===== config.mk =====
export PLATFORM = sky130hd
export DESIGN_NAME = m_debounce_multi
export DESIGN_NICKNAME = d
export VERILOG_FILES = /design/src/rtl/m_debounce_multi_pkg.sv /design/src/rtl/m_debounce_ch.sv /design/src/rtl/m_debounce_multi.sv
export SDC_FILE = /design/constraint.sdc
export NUM_CORES = 1
export LEC_CHECK = 0
export CAP_MARGIN = 15
export CORE_MARGIN = 10
export CORE_UTILIZATION = 50
export CTS_BUF_LIST = sky130_fd_sc_hd__clkbuf_8
export DETAILED_ROUTE_END_ITERATION = 7
export PLACE_DENSITY = 0.81
export SLEW_MARGIN = 20
export SYNTH_ARGS = -nofsm -noshare
export SYNTH_HDL_FRONTEND = slang
export SYNTH_SLANG_ARGS = --single-unit
export TNS_END_PERCENT = 20

===== constraint.sdc =====
create_clock -name clk -period 5.4 [get_ports clk]
set_input_delay 0.81 -clock clk [delete_from_list [all_inputs] [get_ports clk]]
set_output_delay 0.81 -clock clk [all_outputs]
set_load 0.05 [all_outputs]

===== src/rtl/m_debounce_multi_pkg.sv =====
// Shared definitions for the multi-channel switch debouncer: default
// parameter values, the per-channel edge classification and a width helper.
package m_debounce_multi_pkg;

  localparam int unsigned DEF_N_CH       = 4;
  localparam int unsigned DEF_TICK_DIV   = 65536;
  localparam int unsigned DEF_STABLE_CNT = 4;

  // Which pulse, if any, a channel issues when it accepts a new level.
  typedef enum logic [1:0] {
    PULSE_NONE = 2'b00,
    PULSE_RISE = 2'b01,
    PULSE_FALL = 2'b10
  } pulse_e;

  // Bits needed to hold values 0..n-1, never less than one bit.
  function automatic int unsigned cnt_w(input int unsigned n);
    return (n < 2) ? 1 : $clog2(n);
  endfunction

endpackage


===== src/rtl/m_debounce_ch.sv =====
// One debouncer channel: 2-FF synchroniser, stable-tick counter, debounced
// level register and registered one-cycle rise/fall pulses. The channel only
// advances its qualification on cycles where the shared tick is high.
module m_debounce_ch
  import m_debounce_multi_pkg::*;
#(
  parameter int unsigned STABLE_CNT = DEF_STABLE_CNT
) (
  input  logic clk,
  input  logic rst_n,
  input  logic tick,
  input  logic sw_raw,
  output logic sw_out,
  output logic rise,
  output logic fall
);

  // Counter holds 0..STABLE_CNT-1; the width leaves room for STABLE_CNT itself.
  localparam int unsigned CW = cnt_w(STABLE_CNT + 1);
  localparam logic [CW-1:0] CNT_LAST = CW'(STABLE_CNT - 1);

  logic          sync_q1;
  logic          sync_q2;
  logic [CW-1:0] stable_cnt;
  logic          differs;
  logic          accept;
  pulse_e        pulse_d;

  // Two-stage synchroniser bringing the raw switch into the clk domain.
  always_ff @(posedge clk or negedge rst_n) begin
    // NOTE: sequential state always uses non-blocking assignments so every
    // flop samples the pre-edge value of its neighbours.
    if (!rst_n) begin
      sync_q1 <= 1'b0;
      sync_q2 <= 1'b0;
    end else begin
      sync_q1 <= sw_raw;
      sync_q2 <= sync_q1;
    end
  end

  // Decide whether this tick completes qualification and which pulse follows.
  always_comb begin
    // NOTE: every output of this block gets a default first so no path
    // leaves it unassigned and no latch is inferred.
    pulse_d = PULSE_NONE;
    differs = (sync_q2 != sw_out);
    accept  = tick && differs && (stable_cnt == CNT_LAST);
    if (accept) begin
      pulse_d = sync_q2 ? PULSE_RISE : PULSE_FALL;
    end
  end

  // Stable counter and debounced level, advanced only on tick cycles.
  always_ff @(posedge clk or negedge rst_n) begin
    if (!rst_n) begin
      stable_cnt <= '0;
      sw_out     <= 1'b0;
    end else if (tick) begin
      if (!differs) begin
        stable_cnt <= '0;
      end else if (accept) begin
        stable_cnt <= '0;
        sw_out     <= sync_q2;
      end else begin
        stable_cnt <= stable_cnt + 1'b1;
      end
    end
  end

  // Registered edge pulses; they land in the same cycle as the new level.
  always_ff @(posedge clk or negedge rst_n) begin
    if (!rst_n) begin
      rise <= 1'b0;
      fall <= 1'b0;
    end else begin
      rise <= (pulse_d == PULSE_RISE);
      fall <= (pulse_d == PULSE_FALL);
    end
  end

endmodule


===== src/rtl/m_debounce_multi.sv =====
// Multi-channel switch debouncer. A single prescaler produces a one-cycle
// sample tick every TICK_DIV clocks; each channel qualifies level changes
// over STABLE_CNT consecutive differing ticks and emits rise/fall pulses.
module m_debounce_multi
  import m_debounce_multi_pkg::*;
#(
  parameter int unsigned N_CH       = DEF_N_CH,
  parameter int unsigned TICK_DIV   = DEF_TICK_DIV,
  parameter int unsigned STABLE_CNT = DEF_STABLE_CNT
) (
  input  logic            clk,
  input  logic            rst_n,
  input  logic [N_CH-1:0] sw_in,
  output logic [N_CH-1:0] sw_out,
  output logic [N_CH-1:0] rise,
  output logic [N_CH-1:0] fall,
  output logic            tick
);

  localparam int unsigned PW = cnt_w(TICK_DIV);
  localparam logic [PW-1:0] PRE_LAST = PW'(TICK_DIV - 1);

  logic [PW-1:0] pre_cnt;
  logic          pre_wrap;

  assign pre_wrap = (pre_cnt == PRE_LAST);

  // Prescaler 0..TICK_DIV-1 and its registered, glitch-free tick strobe.
  always_ff @(posedge clk or negedge rst_n) begin
    if (!rst_n) begin
      pre_cnt <= '0;
      tick    <= 1'b0;
    end else begin
      tick    <= pre_wrap;
      pre_cnt <= pre_wrap ? '0 : pre_cnt + 1'b1;
    end
  end

  for (genvar i = 0; i < N_CH; i++) begin : g_ch
    m_debounce_ch #(
      .STABLE_CNT (STABLE_CNT)
    ) u_ch (
      .clk    (clk),
      .rst_n  (rst_n),
      .tick   (tick),
      .sw_raw (sw_in[i]),
      .sw_out (sw_out[i]),
      .rise   (rise[i]),
      .fall   (fall[i])
    );
  end

endmodule


# Word-level counts from Yosys, hierarchy flattened
# Cells that the tools add are included.
# classes
n_addsub	5
n_eq_ne	17
muxes	17
reduce_logical	12
# op_table
operator	count
$mux 3	8
$add 16x1->16 const B	1
$eq 16x16->1 const B	1
$mux 16	1
$mux 2	8
$add 3x1->3 const B	4
$eq 3x2->1 const B	4
$reduce_and 3->1	4
$eq 2x1->1 const B	4
$eq 2x2->1 const B	4
$logic_and 1x1->1	8
$ne 1x1->1	4
# word_totals
reg_bits	49
input_bits	6
output_inout_bits	13
word_cells	77

# Logic depth before layout (Yosys ltp)
# Gate-level depths: netlist of run 1.
# depth
word_depth	5
mapped_depth	6
depth_no_buf	5

# Hierarchy
# Synthesis of run 1 repeated with hierarchy kept, for this count alone.
# unflattened
cells_unflattened	165
hier_area_um2	2070.7
# modules_own_cells
mod	instances	cells_per_inst	area_per_inst_um2	seq_area_each_um2
m_debounce_ch	4	24	322.8	200.2
m_debounce_multi	1	69	779.5	425.4

# Worst setup path before layout of run 1
# No wires, ideal clock.
# synth_path
path_kind	reg-to-reg
startpoint	reg pre_cnt[0]
endpoint	reg pre_cnt[11]
setup_ns	0.137
arrival_ns	1.631
required_ns	5.263
slack_ns	3.632
stages_incl_launch_ff	7
path_buffers	1
period_less_slack_ns	1.768
cell_sequence	dfrtp_1 ha_1 nand2_1 or3_1 buf_2 nor4_4 nor2_1
# synth_between
elab_chain_cells	2
word_cells_on_any_way	3
classes_between	add/sub: 1; eq/ne: 1; mux: 1
# synth_rtl
element	line	rtl
from (decl)	m_debounce_multi.sv:23	logic [PW-1:0] pre_cnt;
from (signal assigned)	m_debounce_multi.sv:35	pre_cnt <= pre_wrap ? '0 : pre_cnt + 1'b1;
$eq 16x16->1	m_debounce_multi.sv:26	assign pre_wrap = (pre_cnt == PRE_LAST);
net pre_wrap	m_debounce_multi.sv:24	logic pre_wrap;
$mux 16	m_debounce_multi.sv:35	
# The timed path passes the listed nets, and every way through them passes these cells.
# A chain may end at the register's enable or synchronous reset.

# Final worst setup path of run 1
# layout_path
startpoint	reg tick
endpoint	out tick
# layout_lines
element	line	rtl
from (decl)	m_debounce_multi.sv:17	output logic tick
from (signal assigned)	m_debounce_multi.sv:34	tick <= pre_wrap;
# No word-level cell between the ends.

==> qor.yml, run 1 <==
clock_network:
  path_clk_slew_ps: 90
  tritoncts_clock_tree: "done"
  cts-buffers-inserted: 5
  clk_latency_worst_skew_pair_ps: 300
  cts-hold-fix-buffers: 0
  cts_resized: 0
  ctsRootBufferMaster: "sky130_fd_sc_hd__clkbuf_8"
  htreeDepth: 2
  clock_sink_count: 49
  post_cts_buffers: 0
  cts.path.max_buffers: 2
global_routing:
  grt_pass1_wl_um: 5420
  grt_overflow: 0
  gr-usage-all-layers_pct: 9.15
  grt_max_degree: 50
  grt_antenna_before_repair: 0
  grt_pass1_vias: 1262
power_and_ir_drop:
  internal_power_mw: 0.464
  power_density_nw_per_um2: 257
  sw_frac_of_total_pct: 21.5
  irDropWorstVdd_mv: 0.157
  power_frac_seq_pct: 62.9
  cellLeakagePower_nw: 1.05
  net-switching-power_mw: 0.127
  p_comb_share_pct: 2.2
  power.clock.fraction_pct: 34.9
die:
  die_w_um: 84.3
  core_region_area_um2: 4000
  start_util_pct: 51.7
  placementRows: 23
  die_area_um2: 7110
  pin_count: 19
  floorplan.die.height_um: 84.3
layout:
  ratio_of_cells_with_drive_above_1_in_the_final_layout_pct: 7.98
  layout.cells.most_common: "sky130_fd_sc_hd__dfrtp_1"
  multiInputGateArea_um2: 703
  synthToLayoutAreaGrowth_pct: 10.9
  register_area_um2: 1230
  layout.cells.most_common_list: "sky130_fd_sc_hd__dfrtp_1 (49), sky130_fd_sc_hd__clkdlybuf4s50_1 (17)"
  layoutNonFillerInstCount: 238
  layout.filler_cells: 326
  finish.net_count: 198
  n_antenna_cell: 0
synthesis:
  yosys_warnings: 0
  synthCells: 177
  synth_cell_type_count: 32
  mappedNetlistNets: 188
  synth-main-ff-cell: "sky130_fd_sc_hd__dfrtp_1"
  mappedNetlistArea_um2: 2070
  yosysSeqAreaShare_pct: 59.3
  synth-edff-count: 0
  async_reset_ff_share_pct: 100
  avgSynthCellArea_um2: 11.7
  synth_largest_type_area_fraction_pct: 59.3
  netlist.top_cell.by_area: "sky130_fd_sc_hd__dfrtp_1"
  synth.top_cells.by_area: "sky130_fd_sc_hd__dfrtp_1 (59%), sky130_fd_sc_hd__xnor2_1 (4.7%), sky130_fd_sc_hd__buf_4 (4.4%)"
  post_synthesis_sequential_element_count: 49
setup_path:
  worst_ep_arrival_time_ps: 1990
  worst-endpoint-required_ps: 4590
  setup.worst_path.end_class: "primary output"
  critical_path.startpoint_type: "flop"
  critical_path.max_stage_delay_ps: 930
  worst-setup-path-type: "flop to primary output"
  worstPathBufferInverterCount: 1
  timing.critical_path.cells: "clkdlybuf4s50_1"
  slowest_stage: "sky130_fd_sc_hd__clkdlybuf4s50_1"
  path_delay_family: "buffers and inverters"
  cp_max_fo: 24
timing:
  tightestPinTransition_ps: 642
  timing.max_slew.rel_slack_pct: 57.2
  fin_crit_ps: 2800
  postLayoutSetupSlackWorst_ps: 2600
  clock-skew-final_ps: 6.64
  max_freq_ghz: 0.357
  final_hold_viol_count: 0
  finalSetupViolCount: 0
  report.final.slew_viol_count: 0
  share_of_the_clock_period_used_by_the_worst_path_pct: 51.9
  rsz0062_at_grt: "no"
  fin_tns_setup_ps: 0
run:
  drv.max_cap_violation_count: 0
placement:
  placedCellCount: 230
  dp_worst_setup_slack_ps: 2930
  numPortBuffers: 18
  finalWeightedCongestion: 0.717
  place_hpwl_um: 2090
drt:
  detail_route.drc_violations: 0
  antenna_violating_nets_post_route: 0
  routed_wire_length_per_instance_um: 12.2
  drt_pre_antenna_iters: 4
  drt-total-wl_um: 2910
  detailedRoute.firstIterationViolations: 67
  avgViaCountPerCell: 5.07
  num_vias: 1207
min_path:
  worstHoldPathType: "flop to flop"
status:
  run_status: "finished clean"
-- per-stage QoR --
stage / utilization [%] / hold WS, ps / cell area, µm² / power [mW]
2_1_floorplan: - / 331 / 2070 / 0.382
3_3_place_gp: 55.1 / 332 / 2200 / 0.392
5_1_grt: 57.4 / 366 / 2290 / 0.620
3_5_place_dp: 55.1 / 336 / 2200 / 0.393
4_1_cts: 57.3 / 356 / 2290 / 0.602
6_report: 57.4 / 355 / 2290 / 0.591
-- Yosys cell counts (2+ instances only) --
library cell               count
sky130_fd_sc_hd__a21oi_1       2
sky130_fd_sc_hd__and2_1        3
sky130_fd_sc_hd__buf_4        12
sky130_fd_sc_hd__clkbuf_1      2
sky130_fd_sc_hd__dfrtp_1      49
sky130_fd_sc_hd__ha_1          5
sky130_fd_sc_hd__inv_1        10
sky130_fd_sc_hd__mux2_2        5
sky130_fd_sc_hd__nand2_1      11
sky130_fd_sc_hd__nand3_1      11
sky130_fd_sc_hd__nand3b_1      2
sky130_fd_sc_hd__nor2_1       11
sky130_fd_sc_hd__nor2b_1       2
sky130_fd_sc_hd__nor3_1        3
sky130_fd_sc_hd__nor3b_1       8
sky130_fd_sc_hd__o21a_1        2
sky130_fd_sc_hd__o21ai_0       5
sky130_fd_sc_hd__o22ai_1       4
sky130_fd_sc_hd__or3_1         3
sky130_fd_sc_hd__xnor2_1      11
sky130_fd_sc_hd__xor2_1        5
-- layout make-up --
class | instances | share of cell area (%)
flip-flops and latches | 49 | 53.4
repair buffers | 18 | 7.74
inverters | 10 | 1.64
multi-input cells | 103 | 30.6
well taps | 50 | 2.73
clock buffers | 5 | 3.00
clock inverters | 3 | 0.818
-- layer usage --
| metal | share of wire [%] | GRT usage (%) | routed length [µm] |
|---|---|---|---|
| met5 | 0 | 0 | 0 |
| met4 | 2.2 | 4.49 | 65 |
| met3 | 5.6 | 3.86 | 162 |
| met2 | 50 | 15.4 | 1470 |
| met1 | 42 | 9.68 | 1210 |
-- worst paths after layout --
kind / startpoint / to / slack (ps) / cells after the start
setup / recovery: tick / tick / 2600 / 1
hold / removal: g_ch[0].u_ch.sync_q1 / g_ch[0].u_ch.sync_q2 / 350 / 0
setup reg to reg: pre_cnt[0] / pre_cnt[11] / 3350 / 5
hold reg to reg: g_ch[0].u_ch.sync_q1 / g_ch[0].u_ch.sync_q2 / 350 / 0
max in group asynchronous: rst_n / g_ch[0].u_ch.sw_out / 4510 / 1
min in group asynchronous: rst_n / g_ch[1].u_ch.rise / 510 / 1
-- flip-flops by register name (all words and copies together), names as in the netlist --
name	flops
pre_cnt	16
g_ch.u_ch.stable_cnt	12
g_ch.u_ch.fall	4
g_ch.u_ch.rise	4
g_ch.u_ch.sw_out	4
g_ch.u_ch.sync_q1	4
g_ch.u_ch.sync_q2	4
tick	1
-- worst reg2reg max path, delay by kind of cell, from the launching register on --
family        cells  cell delay [ps]
fa+ha+maj         1              270
flops             1              420
simple gates      4             1230
-- power by group through the flow --
stage	Clock [mW]	Sequential (mW)	Combinational (mW)
after floorplan	0	0.379	0.00301
after global placement	0	0.379	0.0135
after detailed placement	0	0.379	0.0138
after CTS	0.217	0.372	0.0137
after global routing	0.233	0.372	0.0150
final	0.206	0.371	0.0131
-- logic make-up (layout without fill, tap and decap cells) --
group / Yosys count / in the layout / synth area share, %
simple gates: 60 / 60 / 16.3
flops: 49 / 49 / 59.3
buf+inv: 25 / 36 / 6.77
compound gates: 16 / 16 / 4.72
xor+xnor: 16 / 16 / 6.77
mux: 6 / 6 / 3.20
fa+ha+maj: 5 / 5 / 3.02
Note: power is estimated with default switching activity, not from simulation.
==> run 2: changes to the inputs <==
Clock period 5.4 ns to 2.8 ns, I/O delays scaled along.
==> run 2 against run 1 <==
Against the previous run: first-iteration DRC count down 27%; sequential cell count unchanged; die area unchanged; count of clock-buffer cells in the layout up 1; highest routed layer unchanged.
==> qor.yml, run 2 (synthesis results as in run 1) <==
status:
  run_status: "finished clean"
drt:
  highest_layer: "met4"
  detail_route.drc_violations: 0
  m1WireLength_um: 1170
  num_vias: 1232
  detailedRoute.firstIterationViolations: 49
  wl_met2_um: 1480
  drt-total-wl_um: 2900
  routed_wire_length_per_instance_um: 12.1
  antenna_violating_nets_post_route: 0
  route.met3.wl_um: 188
  avgViaCountPerCell: 5.15
  drt_pre_antenna_iters: 6
die:
  placementRows: 23
  core_region_area_um2: 4000
  floorplan.die.height_um: 84.3
  start_util_pct: 51.7
  die_w_um: 84.3
  pin_count: 19
  die_area_um2: 7110
clock_network:
  cts-hold-fix-buffers: 0
  clk_latency_worst_skew_pair_ps: 300
  htreeDepth: 2
  path_clk_slew_ps: 80
  ctsRootBufferMaster: "sky130_fd_sc_hd__clkbuf_8"
  clock_sink_count: 49
  cts-buffers-inserted: 5
  cts_resized: 0
  tritoncts_clock_tree: "done"
  cts.path.max_buffers: 2
  post_cts_buffers: 0
timing:
  share_of_the_clock_period_used_by_the_worst_path_pct: 75.8
  max_freq_ghz: 0.471
  postLayoutSetupSlackWorst_ps: 677
  fin_crit_ps: 2120
  report.final.slew_viol_count: 0
  tightestPinTransition_ps: 581
  rsz0062_at_grt: "no"
  finalSetupViolCount: 0
  timing.max_slew.rel_slack_pct: 61.3
  clock-skew-final_ps: 5.61
  fin_tns_setup_ps: 0
  final_hold_viol_count: 0
  final.hold.worst_slack_ps: 114
global_routing:
  grt_pass1_vias: 1237
  grt_max_degree: 50
  gr-usage-all-layers_pct: 8.90
  grt_antenna_before_repair: 0
  grt_overflow: 0
  grt_pass1_wl_um: 5190
layout:
  largest_reg_flops: 16
  layout.cells.most_common: "sky130_fd_sc_hd__dfrtp_1"
  finish.net_count: 199
  synthToLayoutAreaGrowth_pct: 12.6
  design_area_um2: 2330
  n_antenna_cell: 0
  largest_registers: "pre_cnt (16), g_ch.u_ch.stable_cnt (12)"
  regMostFlops: "pre_cnt"
  layout.cells.most_common_list: "sky130_fd_sc_hd__dfrtp_1 (49), sky130_fd_sc_hd__clkdlybuf4s50_1 (17)"
  ratio_of_cells_with_drive_above_1_in_the_final_layout_pct: 8.47
power_and_ir_drop:
  power_density_nw_per_um2: 535
  power.clock.fraction_pct: 40.5
  net-switching-power_mw: 0.238
  internal_power_mw: 1.01
  power_frac_seq_pct: 57.4
  cellLeakagePower_nw: 1.07
  p_comb_share_pct: 2.0
  sw_frac_of_total_pct: 19.1
  irDropWorstVdd_mv: 0.235
setup_path:
  setup.worst_path.end_class: "primary output"
  ff2ff_setup_slack_ps: 850
  critPathLaunch: "tick"
  timing.rr.start: "pre_cnt[0]"
  critical_path.startpoint_type: "flop"
  critical_path.max_stage_delay_ps: 840
  slowest_stage: "sky130_fd_sc_hd__clkdlybuf4s50_1"
  terminus_of_the_critical_flop_to_flop_path: "pre_cnt[11]"
  worst-setup-path-type: "flop to primary output"
  timing.critical_path.cells: "buf_4, clkdlybuf4s50_1"
  worstRegToRegCells: 5
  cp_max_fo: 24
  crit_end: "tick"
  worst_ep_arrival_time_ps: 1700
  worst-endpoint-required_ps: 2380
placement:
  numPortBuffers: 18
  finalWeightedCongestion: 0.753
  place_area_um2: 2210
  dp_worst_setup_slack_ps: 839
  place_hpwl_um: 2060
min_path:
  worstHoldPathType: "input pin to asynchronous set/reset pin"
run:
  drv.max_cap_violation_count: 0
## run 2: changes by cell type in the layout (fill, tap and decap cells not counted)
| cell | before | now |
|---|---|---|
| sky130_fd_sc_hd__bufinv_16 | 0 | 1 |
| sky130_fd_sc_hd__clkinvlp_4 | 2 | 0 |
| sky130_fd_sc_hd__clkbuf_8 | 5 | 6 |
| sky130_fd_sc_hd__buf_4 | 1 | 2 |
## run 2: worst min-delay path by stage
stage | start | cells past startpoint | slack (ps) | end
after CTS | rst_n | 1 | 330 | g_ch[1].u_ch.fall
final | rst_n | 1 | 110 | g_ch[1].u_ch.rise
after global placement | g_ch[0].u_ch.sync_q1 | 0 | 330 | g_ch[0].u_ch.sync_q2
after detailed placement | g_ch[3].u_ch.sync_q1 | 0 | 330 | g_ch[3].u_ch.sync_q2
after global routing | rst_n | 1 | 160 | g_ch[1].u_ch.rise
after floorplan | rst_n | 0 | 120 | g_ch[0].u_ch.fall
## run 2: final cells by class
type | instances | area [µm²]
Multi-Input combinational cell | 103 | 703
Tap cell | 50 | 62.6
Clock inverter | 2 | 33.8
Inverter | 10 | 37.5
Sequential cell | 49 | 1230
Timing Repair Buffer | 19 | 185
Clock buffer | 6 | 82.6
Fill cell | 327 | 1670
## run 2: layer usage
layer  vias up  GRT usage, %
met3         6          4.54
met2        15          15.2
met4         0          4.49
met1       602          8.67
li1        609             -
met5         -             0
## run 2: critical path, delay by kind of cell (launching register included)
| kind | cells | cell delay (ps) |
|---|---|---|
| DFF | 1 | 330 |
| buffers and inverters | 2 | 1070 |
## run 2: power groups by stage
stage	clock network, mW	registers, mW	logic (mW)
after floorplan	0	0.730	0.00581
after global placement	0	0.731	0.0260
after detailed placement	0	0.731	0.0262
after CTS	0.525	0.717	0.0262
after global routing	0.547	0.717	0.0299
final	0.506	0.716	0.0252
## run 2: through the flow
stage                     instances  utilization [%]  total power [mW]
final                           239             58.3              1.25
after global routing            239             58.3              1.29
after detailed placement        231             55.3             0.757
after global placement          231             55.3             0.757
after CTS                       239             58.2              1.27
after floorplan                 177                -             0.736
